<file path="config.mk">
export PLATFORM = sky130hd
export DESIGN_NAME = mem_bus_ctrl
export DESIGN_NICKNAME = d
export VERILOG_FILES = /design/src/rtl/mem_bus_pkg.sv /design/src/rtl/mem_bus_waitcnt.sv /design/src/rtl/mem_bus_ctrl.sv
export SDC_FILE = /design/constraint.sdc
export NUM_CORES = 1
export LEC_CHECK = 0
export ABC_AREA = 1
export CORE_MARGIN = 1.5
export CORE_UTILIZATION = 41
export CTS_CLUSTER_SIZE = 20
export DETAILED_ROUTE_END_ITERATION = 7
export MAX_ROUTING_LAYER = met4
export PLACE_DENSITY = 0.79
export SYNTH_ARGS = -nofsm -noshare
export SYNTH_HDL_FRONTEND = slang
export SYNTH_SLANG_ARGS = --single-unit
</file>
<file path="constraint.sdc">
create_clock -name clk -period 2.05 [get_ports clk]
set_clock_uncertainty 0.2 [all_clocks]
set_input_delay 0.3075 -clock clk [delete_from_list [all_inputs] [get_ports clk]]
set_output_delay 0.3075 -clock clk [all_outputs]
set_load 0.005 [all_outputs]
</file>
<file path="src/rtl/mem_bus_pkg.sv">
// mem_bus_pkg: shared types and defaults for the memory bus controller.
//   state_t : controller FSM states (IDLE, ACCESS, DONE)
//   op_t    : latched transaction kind (READ, WRITE)
//   DEFAULT_DATA_W / DEFAULT_ADDR_W : default bus widths
package mem_bus_pkg;

  localparam int unsigned DEFAULT_DATA_W = 16;
  localparam int unsigned DEFAULT_ADDR_W = 16;

  typedef enum logic [1:0] {
    IDLE   = 2'd0,
    ACCESS = 2'd1,
    DONE   = 2'd2
  } state_t;

  typedef enum logic {
    READ  = 1'b0,
    WRITE = 1'b1
  } op_t;

endpackage

</file>
<file path="src/rtl/mem_bus_waitcnt.sv">
// mem_bus_waitcnt: loadable 4-bit down-counter with terminal-count flag.
//   clk      : system clock, rising edge
//   reset    : synchronous active-low reset (count -> 0)
//   load     : load load_val (has priority over dec)
//   load_val : value to load
//   dec      : decrement by one; saturates at zero
//   tc       : terminal count, high while count is zero
module mem_bus_waitcnt (
  input  logic       clk,
  input  logic       reset,
  input  logic       load,
  input  logic [3:0] load_val,
  input  logic       dec,
  output logic       tc
);

  logic [3:0] count;

  always_ff @(posedge clk) begin
    if (!reset) begin
      count <= '0;
    end else if (load) begin
      count <= load_val;
    end else if (dec && (count != '0)) begin
      count <= count - 4'd1;
    end
  end

  assign tc = (count == '0);

endmodule

</file>
<file path="src/rtl/mem_bus_ctrl.sv">
// mem_bus_ctrl: processor-to-RAM bus controller with fixed wait states.
//   A request (mr/mw) sampled in IDLE latches addr/wdata/op, then holds the
//   RAM strobe for WAIT_CYCLES+1 ACCESS cycles, then pulses ready in DONE.
// Parameters: DATA_W, ADDR_W, WAIT_CYCLES (0..15).
// Ports:
//   clk, reset (sync, active-low)
//   mr, mw, addr, wdata          : processor request side
//   rdata, busy, ready           : processor response side
//   mem_addr, mem_wdata, mem_re, mem_we, mem_rdata : RAM side
// Build option MEMBUS_ERR_EN: adds output bus_err; simultaneous mr and mw
//   in IDLE is rejected with a one-cycle ready+bus_err and no RAM access.
//   Without it, simultaneous mr and mw performs a write.
module mem_bus_ctrl
  import mem_bus_pkg::*;
#(
  parameter int unsigned DATA_W      = DEFAULT_DATA_W,
  parameter int unsigned ADDR_W      = DEFAULT_ADDR_W,
  parameter int unsigned WAIT_CYCLES = 2
) (
  input  logic              clk,
  input  logic              reset,
  input  logic              mr,
  input  logic              mw,
  input  logic [ADDR_W-1:0] addr,
  input  logic [DATA_W-1:0] wdata,
  output logic [DATA_W-1:0] rdata,
  output logic              busy,
  output logic              ready,
  output logic [ADDR_W-1:0] mem_addr,
  output logic [DATA_W-1:0] mem_wdata,
  output logic              mem_re,
  output logic              mem_we,
  input  logic [DATA_W-1:0] mem_rdata
`ifdef MEMBUS_ERR_EN
  ,
  output logic              bus_err
`endif
);

  localparam logic [3:0] WAIT_LD = 4'(WAIT_CYCLES);

  state_t state, state_nxt;
  op_t    op_q;
  logic   accept;
  logic   reject;
  logic   cnt_load;
  logic   cnt_dec;
  logic   cnt_tc;

`ifdef MEMBUS_ERR_EN
  logic err_q;
  assign reject = mr & mw;
`else
  assign reject = 1'b0;
`endif

  mem_bus_waitcnt u_waitcnt (
    .clk      (clk),
    .reset    (reset),
    .load     (cnt_load),
    .load_val (WAIT_LD),
    .dec      (cnt_dec),
    .tc       (cnt_tc)
  );

  always_comb begin
    state_nxt = state;
    accept    = 1'b0;
    cnt_load  = 1'b0;
    cnt_dec   = 1'b0;
    busy      = 1'b0;
    ready     = 1'b0;
    mem_re    = 1'b0;
    mem_we    = 1'b0;
    case (state)
      IDLE: begin
        if (reject) begin
          state_nxt = DONE;
        end else if (mr || mw) begin
          accept    = 1'b1;
          cnt_load  = 1'b1;
          state_nxt = ACCESS;
        end
      end
      ACCESS: begin
        busy   = 1'b1;
        mem_re = (op_q == READ);
        mem_we = (op_q == WRITE);
        // Counter enters ACCESS at WAIT_CYCLES; leaving on zero gives
        // WAIT_CYCLES+1 access cycles.
        if (cnt_tc) begin
          state_nxt = DONE;
        end else begin
          cnt_dec = 1'b1;
        end
      end
      DONE: begin
        ready     = 1'b1;
        state_nxt = IDLE;
      end
      default: state_nxt = IDLE;
    endcase
  end

  always_ff @(posedge clk) begin
    if (!reset) begin
      state     <= IDLE;
      op_q      <= READ;
      mem_addr  <= '0;
      mem_wdata <= '0;
      rdata     <= '0;
    end else begin
      state <= state_nxt;
      if (accept) begin
        mem_addr  <= addr;
        mem_wdata <= wdata;
        op_q      <= mw ? WRITE : READ;
      end
      if ((state == ACCESS) && cnt_tc && (op_q == READ)) begin
        rdata <= mem_rdata;
      end
    end
  end

`ifdef MEMBUS_ERR_EN
  always_ff @(posedge clk) begin
    if (!reset) begin
      err_q <= 1'b0;
    end else begin
      err_q <= (state == IDLE) && reject;
    end
  end

  assign bus_err = (state == DONE) && err_q;
`endif

endmodule

</file>
==> results of run 1 <==
-- stage by stage --
stage	utilization [%]	cell area [um^2]	std cells	total power [mW]	setup WS [ps]
2_1_floorplan	-	2220	281	1.71	510
3_3_place_gp	63.8	3300	446	2.12	240
3_5_place_dp	63.8	3300	446	2.13	172
4_1_cts	66.5	3440	455	2.98	9.09
5_1_grt	66.6	3450	455	3.11	16.7
6_report	66.6	3450	455	2.95	111
-- worst paths after layout --
check | start | to | slack, ps
worst max register to register | u_waitcnt.count[0]$_SDFFE_PP0P_ | rdata[15]$_SDFFE_PN0P_ | 410
worst max-delay path | op_q$_SDFFE_PN0P_ | mem_we | 110
worst min-delay path | rdata[1]$_SDFFE_PN0P_ | rdata[1]$_SDFFE_PN0P_ | 280
worst min register to register | rdata[1]$_SDFFE_PN0P_ | rdata[1]$_SDFFE_PN0P_ | 280
-- worst max-delay path, cell delays in order (launching register included) --
cell             delay, ps
dfxtp_2                420
inv_1                   80
nor2_1                 100
clkdlybuf4s50_1        530
-- sequential cells by signal, indices dropped and copies added (netlist names) --
register / flops
mem_addr: 16
u_waitcnt.count: 4
state: 2
mem_wdata: 16
op_q: 1
rdata: 16
-- where the power goes --
part	total, mW	internal (mW)	switching, mW
Sequential	1.28	1.20	0.0773
Combinational	0.830	0.455	0.375
Clock	0.840	0.488	0.352
-- cell usage after synthesis (all sizes together) --
library cell,instances
a21oi,2
buf,10
clkbuf,5
dfxtp,55
ha,1
inv,11
nand2,29
nand3,6
nand3b,16
nand4,2
nor2,110
o21ai,34
-- what timing repair did --
action / in CTS / in global routing
resized for setup: 0 / 3
endpoints found under the hold margin: 0 / 0
pin swaps: 1 / 0
setup buffers: 1 / 0
setup endpoints to repair: 1 / 2
cloned: 0 / 0
-- cell families (layout without fill, tap and decap cells) --
logic type                 count (synthesis)  count (layout)  share of synthesized area [%]
adders and majority gates                  1               1                          0.564
and+or+nand+nor                          163             163                           35.1
DFF                                       55              55                           49.6
AOI/OAI and AO/OA                         36              36                           8.29
buffers and inverters                     26             130                           6.43
-- layout make-up --
| type | count | area share (%) |
|---|---|---|
| timing repair buffer | 111 | 32.1 |
| multi-input combinational | 200 | 28.3 |
| tap | 70 | 2.54 |
| clock inverter | 2 | 1.74 |
| sequential | 55 | 32.0 |
| clock buffer | 6 | 2.11 |
| inverter | 11 | 1.20 |
-- routing by layer --
metal	vias up	wire, um
li1	1089	-
met1	923	2430
met2	95	2460
met3	8	521
met4	0	95
met5	-	0
==> results.json, run 1 <==
{
  "routed_wl_um": 5510,
  "hp-class": "reg2reg",
  "via_per_inst": 4.65,
  "ys_seq_elements": 55,
  "status": "finished, final reports clean",
  "vdd_ir_drop_max_mv": 0.500,
  "dieArea_mm2": 0.00586,
  "cts_buffer_depth": 2,
  "ff_latch_area_mm2": 0.00110,
  "area_growth_pct": 55.3,
  "use_met1_pct": 22.7,
  "p_per_area_mw_per_mm2": 856,
  "synth.largest_area_cell": "dfxtp_1",
  "rr_worst_depth": 8,
  "numPortBuffers": 103,
  "layout_common_cells": "clkdlybuf4s50_1, nor2_1, dfxtp_1, o21ai_0, nand2_1",
  "max_freq_mhz": 516,
  "rsz0062_at_grt": "no",
  "clk_pin_slew_worst_paths_ps": 100,
  "cts_made_buffers": 5,
  "syn_area_per_cell_um2": 7.89,
  "ys_seq_area_share_pct": 49.6,
  "place_hpwl_um": 3960,
  "maxCapViolations": 0,
  "initial_core_util_pct": 42.9,
  "drv_slew": 0,
  "cp.arrival_ps": 1430,
  "cts_tree": "done",
  "diodes": 0,
  "finalSetupViolCount": 0,
  "gp_congestion": 0.756,
  "timing.slew.headroom_pct": 78.9,
  "drt_pass1_iterations": 4,
  "grt_use_total_pct": 19.5,
  "fill_cells": 460,
  "netlist_area_mm2": 0.00222,
  "layout_commonest_cell": "clkdlybuf4s50_1",
  "critPathCaptureType": "output pin",
  "drive_gt1_share_pct": 11.7,
  "hold_viol": 0,
  "ys_top_cells_by_area": "dfxtp_1, nor2_1, o21ai_0",
  "dieWidth_um": 76.6,
  "htreeDepth": 2,
  "insertion_delay_ps": 310,
  "post-route-min-period_ps": 1940,
  "grt-ovfl-total": 0,
  "holdWs_ps": 280,
  "worstPathRequired_ps": 1540,
  "min_path_cells": 2,
  "syn_nets": 334,
  "top_usage_layer": "met2",
  "tightest_slew_ps": 316,
  "ioPinCount": 104,
  "drc": 0,
  "period_share_pct": 94.6,
  "synth_cell_type_count": 24,
  "multi_input_area_um2": 975,
  "met3_usage_pct": 8.14,
  "grt_pass1_vias": 1971,
  "p_leak_nw": 1.42,
  "yosysTopAreaCellShare_pct": 49.6,
  "detail-route-antenna-nets": 0,
  "grt_pass1_wl_um": 8910,
  "gr-usage-met2_pct": 29.8,
  "drt_iter0_drc": 118,
  "rows": 26,
  "antenna_found_initial": 0,
  "startpoint_type": "flop",
  "die_h_um": 76.6,
  "cts_sinks": 55,
  "grt_max_degree": 53,
  "vias": 2115,
  "syn_inst": 281,
  "cp_max_fo": 3,
  "cts_root_buf": "clkbuf_8",
  "worstSetupPathType": "reg2out",
  "ctsHoldBuffers": 0,
  "yosysWarnings": 0,
  "finalSetupTns_ps": 0,
  "core_area_mm2": 0.00517,
  "layout.nets": 437,
  "wl_per_cell_um": 12.1
}
No activity file was read; power rests on OpenSTA's default activity.
==> run 2: changes to the inputs <==
- CTS_CLUSTER_DIAMETER: default -> 50
- clock period: 2.05 -> 1.8 ns (I/O delays scaled with it)
==> results.json, run 2 (synthesized netlist as in run 1, its figures left out) <==
{
  "routed_wl_um": 5490,
  "cts_sinks": 55,
  "maxCapViolations": 0,
  "die_h_um": 76.6,
  "area_growth_pct": 55.0,
  "cp_max_fo": 2,
  "finalSetupTns_ps": 0,
  "clk_pin_slew_worst_paths_ps": 90,
  "worstSetupPathType": "reg2out",
  "dieWidth_um": 76.6,
  "worstPathRequired_ps": 1330,
  "numPortBuffers": 103,
  "timing.slew.headroom_pct": 82.0,
  "hp-class": "reg2reg",
  "ctsHoldBuffers": 0,
  "tightest_slew_ps": 269,
  "drt_pass1_iterations": 4,
  "status": "finished, final reports clean",
  "layout_commonest_cell": "clkdlybuf4s50_1",
  "grt_pass1_wl_um": 8870,
  "antenna_found_initial": 0,
  "post-route-min-period_ps": 1660,
  "cp.arrival_ps": 1190,
  "p_leak_nw": 1.44,
  "drv_slew": 0,
  "insertion_delay_ps": 300,
  "critical_path_buf_inv_count": 1,
  "place_hpwl_um": 3910,
  "grt_use_total_pct": 19.4,
  "period_share_pct": 92.0,
  "grt_pass1_vias": 1899,
  "cts_root_buf": "clkbuf_8",
  "dieArea_mm2": 0.00586,
  "critPathCaptureType": "output pin",
  "via_per_inst": 4.58,
  "cts_made_buffers": 5,
  "drt_iter0_drc": 71,
  "finalSetupViolCount": 0,
  "vdd_ir_drop_max_mv": 0.457,
  "fill_cells": 442,
  "multi_input_area_um2": 975,
  "vias": 2103,
  "core_area_mm2": 0.00517,
  "critPathTopFamily": "buffers and inverters",
  "worstReg2RegStart": "u_waitcnt.count[0]$_SDFFE_PP0P_",
  "cts_buffer_depth": 2,
  "wl_per_cell_um": 12.0,
  "drive_gt1_share_pct": 12.6,
  "reg_top3": "mem_addr: 16 flops, mem_wdata: 16 flops, rdata: 16 flops",
  "ioPinCount": 104,
  "gp_congestion": 0.749,
  "startpoint_type": "flop",
  "crit_path_max_incr_delay_ps": 540,
  "ff_latch_area_mm2": 0.00110,
  "path_cells": "clkdlybuf4s50_1",
  "timing.critical_path.from": "mem_addr[5]$_SDFFE_PN0P_",
  "grt_max_degree": 53,
  "max_freq_mhz": 604,
  "layout.nets": 443,
  "initial_core_util_pct": 42.9,
  "slowest_stage": "clkdlybuf4s50_1",
  "rsz0062_at_grt": "no",
  "min_from": "rdata[1]$_SDFFE_PN0P_",
  "htreeDepth": 2,
  "hold_viol": 0,
  "p_per_area_mw_per_mm2": 889,
  "diodes": 0,
  "cts_tree": "done",
  "holdWs_ps": 274,
  "grt-ovfl-total": 0,
  "detail-route-antenna-nets": 0,
  "layout_common_cells": "clkdlybuf4s50_1, nor2_1, dfxtp_1, o21ai_0, nand2_1",
  "drc": 0,
  "rows": 26
}
-- run 2: through the flow --
| stage | util [%] | setup slack [ps] | power [mW] | instance area, um^2 | std cells |
|---|---|---|---|---|---|
| global placement | 64.2 | 117 | 2.42 | 3320 | 449 |
| finish | 66.5 | 145 | 3.06 | 3440 | 459 |
| floorplan | - | 260 | 1.95 | 2220 | 281 |
| global route | 66.5 | 29.0 | 3.25 | 3440 | 459 |
| CTS | 65.6 | 11.7 | 3.06 | 3390 | 455 |
| detailed placement | 64.2 | 46.1 | 2.44 | 3320 | 449 |
-- run 2: area by class of cell --
type | count | area share, %
clock buffers | 6 | 2.11
inverters | 11 | 1.20
multi-input cells | 200 | 28.3
flip-flops and latches | 55 | 32.1
well taps | 70 | 2.55
repair buffers | 117 | 33.7
-- run 2: final timing paths --
| path | endpoint | slack [ps] | depth (start not counted) |
|---|---|---|---|
| max | mem_addr[5] | 140 | 1 |
| min | rdata[1]$_SDFFE_PN0P_ | 270 | 2 |
| max reg2reg | rdata[6]$_SDFFE_PN0P_ | 170 | 9 |
| min reg2reg | rdata[1]$_SDFFE_PN0P_ | 270 | 2 |
-- run 2: per-layer routing --
layer	share of wire [%]	wire length [um]	vias to the layer above	GRT usage (%)
met4	0.97	53	0	5.00
met2	44	2390	85	28.5
met5	0	0	-	-
met1	46	2550	910	24.5
met3	9.1	497	5	8.26
li1	-	-	1103	-
-- run 2: power breakdown --
part | internal (mW) | switching, mW | total (mW) | leakage [nW]
registers | 1.37 | 0.0859 | 1.46 | 0.455
logic | 0.543 | 0.435 | 0.978 | 0.944
clock network | 0.261 | 0.364 | 0.624 | 0.0371
total | 2.17 | 0.884 | 3.06 | 1.44
-- run 2: repair_timing --
action / CTS / global route
setup buffers: 0 / 4
gates resized for setup: 5 / 1
pin swaps: 0 / 1
setup endpoints to repair: 4 / 3
endpoints found under the hold margin: 0 / 0
